File: src/rtl/sort_pkg.sv
// Shared types and sizing helpers for the sequential descending sorter.
package sort_pkg;

  typedef enum logic [1:0] {
    LOAD  = 2'd0,
    SORT  = 2'd1,
    DRAIN = 2'd2
  } state_e;

  // Counter width for values 0..n-1, never narrower than one bit.
  function automatic int unsigned cnt_w(input int unsigned n);
    return (n < 2) ? 1 : $clog2(n);
  endfunction

endpackage

File: src/rtl/seq_sorter_if.sv
// Input and output valid/ready streams of the sorter plus its busy flag.
interface seq_sorter_if #(
  parameter int unsigned W = 8
);

  logic         in_valid;
  logic         in_ready;
  logic [W-1:0] in_data;
  logic         out_valid;
  logic         out_ready;
  logic [W-1:0] out_data;
  logic         out_last;
  logic         busy;

  modport master (
    output in_valid, in_data, out_ready,
    input  in_ready, out_valid, out_data, out_last, busy
  );

  modport slave (
    input  in_valid, in_data, out_ready,
    output in_ready, out_valid, out_data, out_last, busy
  );

endinterface

File: src/rtl/cx_unit.sv
// Combinational compare-exchange: hi/lo ordered largest first, swap when b wins strictly.
module cx_unit #(
  parameter int unsigned W = 8
) (
  input  logic [W-1:0] a,
  input  logic [W-1:0] b,
  output logic [W-1:0] hi,
  output logic [W-1:0] lo,
  output logic         swap
);

  assign swap = (b > a);
  assign hi   = swap ? b : a;
  assign lo   = swap ? a : b;

endmodule

File: src/rtl/seq_sorter.sv
// Sequential bubble sorter: load M words, sort in place with one shared
// compare-exchange unit, then stream them out largest first.
module seq_sorter
  import sort_pkg::*;
#(
  parameter int unsigned W = 8,
  parameter int unsigned M = 8
) (
  input  logic       clk,
  input  logic       rst_n,
  seq_sorter_if.slave bus
);

  localparam int unsigned CW = cnt_w(M);
  localparam int unsigned KW = cnt_w(M - 1);

  state_e        state_q, state_d;
  logic [CW-1:0] wr_q, wr_d;
  logic [CW-1:0] rd_q, rd_d;
  logic [CW-1:0] j_q, j_d;
  logic [KW-1:0] k_q, k_d;
  logic          swp_q, swp_d;
  logic [W-1:0]  buf_q [M];
  logic [W-1:0]  buf_d [M];

  logic          in_ready_q, in_ready_d;
  logic          out_valid_q, out_valid_d;
  logic          out_last_q, out_last_d;
  logic          busy_q, busy_d;
  logic [W-1:0]  out_data_q, out_data_d;

  logic [CW-1:0] j_nxt;
  logic [CW-1:0] last_j;
  logic [W-1:0]  cx_hi, cx_lo;
  logic          cx_swap;
  logic          swp_now;
  logic          pass_end;

  assign j_nxt  = j_q + CW'(1);
  assign last_j = CW'(M - 2) - CW'(k_q);

  cx_unit #(.W(W)) u_cx (
    .a    (buf_q[j_q]),
    .b    (buf_q[j_nxt]),
    .hi   (cx_hi),
    .lo   (cx_lo),
    .swap (cx_swap)
  );

  // Next-state, counter and buffer write-back logic.
  always_comb begin
    state_d  = state_q;
    wr_d     = wr_q;
    rd_d     = rd_q;
    j_d      = j_q;
    k_d      = k_q;
    swp_d    = swp_q;
    buf_d    = buf_q;
    swp_now  = swp_q | cx_swap;
    pass_end = (j_q == last_j);

    unique case (state_q)
      LOAD: begin
        if (bus.in_valid) begin
          buf_d[wr_q] = bus.in_data;
          if (wr_q == CW'(M - 1)) begin
            state_d = SORT;
            wr_d    = '0;
            j_d     = '0;
            k_d     = '0;
            swp_d   = 1'b0;
          end else begin
            wr_d = wr_q + CW'(1);
          end
        end
      end
      SORT: begin
        if (cx_swap) begin
          buf_d[j_q]   = cx_hi;
          buf_d[j_nxt] = cx_lo;
        end
        if (pass_end) begin
          // Last pass done, or a swap-free pass proves the buffer is ordered.
          if ((k_q == KW'(M - 2)) || !swp_now) begin
            state_d = DRAIN;
            rd_d    = '0;
            j_d     = '0;
            k_d     = '0;
            swp_d   = 1'b0;
          end else begin
            k_d   = k_q + KW'(1);
            j_d   = '0;
            swp_d = 1'b0;
          end
        end else begin
          j_d   = j_nxt;
          swp_d = swp_now;
        end
      end
      DRAIN: begin
        if (bus.out_ready) begin
          if (rd_q == CW'(M - 1)) begin
            state_d = LOAD;
            rd_d    = '0;
            wr_d    = '0;
          end else begin
            rd_d = rd_q + CW'(1);
          end
        end
      end
      default: begin
        state_d = LOAD;
      end
    endcase
  end

  // Outputs are registered from the next state so they carry no input-to-output path.
  always_comb begin
    in_ready_d  = (state_d == LOAD);
    out_valid_d = (state_d == DRAIN);
    busy_d      = (state_d != LOAD);
    out_last_d  = (state_d == DRAIN) && (rd_d == CW'(M - 1));
    out_data_d  = (state_d == DRAIN) ? buf_d[rd_d] : '0;
  end

  always_ff @(posedge clk or negedge rst_n) begin
    if (!rst_n) begin
      state_q     <= LOAD;
      wr_q        <= '0;
      rd_q        <= '0;
      j_q         <= '0;
      k_q         <= '0;
      swp_q       <= 1'b0;
      buf_q       <= '{default: '0};
      in_ready_q  <= 1'b1;
      out_valid_q <= 1'b0;
      out_last_q  <= 1'b0;
      busy_q      <= 1'b0;
      out_data_q  <= '0;
    end else begin
      state_q     <= state_d;
      wr_q        <= wr_d;
      rd_q        <= rd_d;
      j_q         <= j_d;
      k_q         <= k_d;
      swp_q       <= swp_d;
      buf_q       <= buf_d;
      in_ready_q  <= in_ready_d;
      out_valid_q <= out_valid_d;
      out_last_q  <= out_last_d;
      busy_q      <= busy_d;
      out_data_q  <= out_data_d;
    end
  end

  assign bus.in_ready  = in_ready_q;
  assign bus.out_valid = out_valid_q;
  assign bus.out_last  = out_last_q;
  assign bus.busy      = busy_q;
  assign bus.out_data  = out_data_q;

endmodule

File: src/flat_wrapper.sv
// flat-port wrapper written by rule: the top's interface ports become plain ports
module seq_sorter_flat import sort_pkg::*;
#(
  parameter int unsigned W = 8,
  parameter int unsigned M = 8
)
  (clk, rst_n, bus_in_valid, bus_in_data, bus_out_ready, bus_in_ready, bus_out_valid, bus_out_data, bus_out_last, bus_busy);
  seq_sorter_if #(.W(W)) bus_i ();
  input  logic clk;
  input  logic rst_n;
  input wire logic [$bits(bus_i.in_valid)-1:0] bus_in_valid;
  input wire logic [$bits(bus_i.in_data)-1:0] bus_in_data;
  input wire logic [$bits(bus_i.out_ready)-1:0] bus_out_ready;
  output wire logic [$bits(bus_i.in_ready)-1:0] bus_in_ready;
  output wire logic [$bits(bus_i.out_valid)-1:0] bus_out_valid;
  output wire logic [$bits(bus_i.out_data)-1:0] bus_out_data;
  output wire logic [$bits(bus_i.out_last)-1:0] bus_out_last;
  output wire logic [$bits(bus_i.busy)-1:0] bus_busy;
  assign bus_i.in_valid = bus_in_valid;
  assign bus_i.in_data = bus_in_data;
  assign bus_i.out_ready = bus_out_ready;
  assign bus_in_ready = bus_i.in_ready;
  assign bus_out_valid = bus_i.out_valid;
  assign bus_out_data = bus_i.out_data;
  assign bus_out_last = bus_i.out_last;
  assign bus_busy = bus_i.busy;
  seq_sorter #(.W(W), .M(M)) u_core (.clk(clk), .rst_n(rst_n), .bus(bus_i));
endmodule
File: config.mk
export PLATFORM = sky130hd
export DESIGN_NAME = seq_sorter_flat
export DESIGN_NICKNAME = d
export VERILOG_FILES = /design/src/rtl/sort_pkg.sv /design/src/rtl/seq_sorter_if.sv /design/src/rtl/cx_unit.sv /design/src/rtl/seq_sorter.sv /design/src/flat_wrapper.sv
export SDC_FILE = /design/constraint.sdc
export NUM_CORES = 1
export LEC_CHECK = 0
export ABC_AREA = 1
export BUFFER_PORTS_ARGS = -buffer_cell sky130_fd_sc_hd__clkbuf_2
export CORE_UTILIZATION = 40
export CTS_CLUSTER_DIAMETER = 200
export DETAILED_ROUTE_END_ITERATION = 8
export GPL_ROUTABILITY_DRIVEN = 0
export PLACE_DENSITY_LB_ADDON = 0.2
export SETUP_SLACK_MARGIN = 0.02
export SYNTH_ARGS = -nofsm -noshare
export SYNTH_HDL_FRONTEND = slang
export SYNTH_SLANG_ARGS = --single-unit
export TNS_END_PERCENT = 10
File: constraint.sdc
create_clock -name clk -period 4.15 [get_ports clk]
set_clock_uncertainty 0.15 [all_clocks]
set_input_delay 0.415 -clock clk [delete_from_list [all_inputs] [get_ports clk]]
set_output_delay 0.415 -clock clk [all_outputs]
set_load 0.02 [all_outputs]
==> results_dict.tcl <==
set metrics [dict create \
    cts_max_level 3 \
    netlist_area_sq_um 9380 \
    cts_tree "yes" \
    via_per_inst 5.78 \
    die_area_sq_um 24100 \
    worstMarginPinSlew_ns 0.784 \
    wl_met1_microns 16900 \
    antenna_found_initial 0 \
    die_w_microns 155 \
    fin_crit_sh_pct 95.5 \
    core-area_sq_um 22800 \
    root_buffer "clkbuf_16" \
    grt_pass1_vias 10514 \
    die_height_microns 155 \
    synth_edf_count 0 \
    cpMostUsedCell "nand2_1" \
    mostFrequentLayoutCells "nand2_1, inv_1, nand3_1" \
    yosysWarnings 0 \
    num_vias 11369 \
    drtIter0Drc 1542 \
    start_util_pct 41.1 \
    synth-seq-area-share_pct 24.3 \
    drv_slew 0 \
    port_buffers 23 \
    diodes 0 \
    wl_met2_microns 16800 \
    drive_gt1_share_pct 9.85 \
    clock_path_buffers 2 \
    path_max_fanout 39 \
    setup_tns_ns 0 \
    rsz0062_at_grt "yes" \
    nets 1681 \
    cp.required_ns 4.31 \
    postSynthCellCount 1636 \
    routedWlPerCell_microns 20.8 \
    syn-num-nets 1668 \
    setup_viol 0 \
    slowest_stage "dfrtp_2" \
    syn2layout_area_growth_pct 9.47 \
    cts-buffers-inserted 9 \
    layout_commonest_cell "nand2_1" \
    top_layer "met4" \
    cp_data_arrival_time_ns 4.13 \
    wl_met3_microns 5390 \
    wirelength_microns 40900 \
    firstDrtPassIters 6 \
    crit_path_max_incr_delay_ns 0.51 \
    critPathTopFamily "simple AND/OR/NAND/NOR gates" \
    crit_chain "buf_6, nand2_1, o21ai_0, nand2_1, nand2_1, nand2_1, nand2_1, inv_1, ha_1, a21o_1, nor2_1, nand2_4, nand2_2, buf_4, nand2_1, nand3_1, nand2_1, nand2_1, nand2_1, nand3_1, nand2_1, nand3_1, nand3_1, nand2_1" \
    ys_ff_latch 91 \
    grt_pass1_wl_microns 62300 \
    clk_pin_slew_ns 0.08 \
    drc 0 \
    status "complete, no violations" \
    rows 55 \
    syn_area_per_cell_sq_um 5.74 \
    criticalPathCategory "reg2reg" \
    synth_top_flop_cell "dfrtp_1" \
    ys_types 45 \
    drv_cap 0 \
    hpwl_microns 29300 \
    endpoint_kind "flip-flop" \
    max_freq_ghz 0.252 \
    hold_path.class "in2async" \
    startpoint_type "flip-flop" \
    clk_latency_ns 0.37 \
    grt_max_degree 63 \
    grt_overflow 0 \
    min_period_ns 3.96 \
    antenna_left 0 \
    hold_viol 0 \
    cts.sinks 91 \
    io_pins 24 \
    path_buf_inv 3 \
    track_usage_pct 34.4 \
    relSlewSlack_pct 47.5 \
    async_reset_ff_share_pct 100 \
]
-- path summary, 6_finish.rpt --
| check | startpoint | end | slack (ns) | cells past startpoint |
|---|---|---|---|---|
| max | u_core.j_q[0] | u_core.bus.out_data[4] | 0.19 | 24 |
| min | rst_n | u_core.rd_q[0] | 0.32 | 2 |
| max reg2reg | u_core.j_q[0] | u_core.bus.out_data[4] | 0.19 | 24 |
| min reg2reg | u_core.buf_q[22] | u_core.buf_q[22] | 0.40 | 2 |
| max in group asynchronous | rst_n | u_core.j_q[0] | 2.61 | 3 |
| min in group clk | bus_out_ready | u_core.rd_q[2] | 0.34 | 4 |
-- Yosys cell counts (all sizes together), types with 16 or more instances --
cell type	number	share of area, %
clkbuf	29	1.2
o21ai	160	8.5
or2	16	1.1
buf	46	3.3
inv	198	7.9
dfrtp	90	24
nand4	24	1.8
nand2	642	26
a21oi	90	4.8
nor2	95	4.1
ha	20	2.7
nand3	176	9.9
-- final cells by class --
type,count,area [sq um]
Clock inverter,7,70.1
Clock buffer,9,225
Sequential cell,91,2280
Multi-Input combinational cell,1272,5970
Inverter,198,751
Tap cell,313,392
Fill cell,2559,12600
Timing Repair Buffer,77,584
-- timing repair --
action / in CTS / in global routing
hold buffers: 1 / 0
hold endpoints to repair: 18 / 0
buffers inserted: 0 / 1
resized for setup: 0 / 13
setup endpoints to repair: 0 / 8
-- flip-flops by register name, summed over array words and instances, names as in the netlist --
signal	count
u_core.j_q	3
u_core.bus.out_last	1
u_core.bus.out_data	8
u_core.rd_q	3
u_core.buf_q	64
u_core.bus.busy	1
u_core.wr_q	3
u_core.k_q	3
u_core.state_q	2
u_core.swp_q	1
u_core.bus.out_valid	1
u_core.bus.in_ready	1
-- routing by layer --
| metal | vias up | global-route usage [%] |
|---|---|---|
| met1 | 5191 | 47.7 |
| met3 | 132 | 9.25 |
| met2 | 780 | 49.6 |
| met4 | 0 | 15.7 |
| li1 | 5266 | - |
| met5 | - | 0 |
-- cell families (layout without fill, tap and decap cells) --
family / Yosys count / in the layout / synth area share (%)
adder cells (fa/ha/maj): 20 / 20 / 2.67
AND/OR/NAND/NOR: 964 / 964 / 44.1
AO/OA/AOI/OAI: 282 / 282 / 15.9
flip-flops: 91 / 91 / 24.3
buffers and inverters: 273 / 291 / 12.5
XOR/XNOR: 6 / 6 / 0.560
-- metrics by stage --
step	hold slack [ns]	area [sq um]	setup slack, ns	cells	utilization (%)
after floorplan	-0.0306	9380	0.796	1636	-
final	0.320	10300	0.187	1967	45.0
after global placement	0.172	9890	0.163	1948	43.3
after CTS	0.318	10200	0.105	1965	44.6
after detailed placement	0.171	9890	0.125	1948	43.3
after global routing	0.348	10300	0.00771	1967	45.0
Power is not shown: default switching activity piles up to over one toggle a cycle in this logic, so the estimate is an artifact.
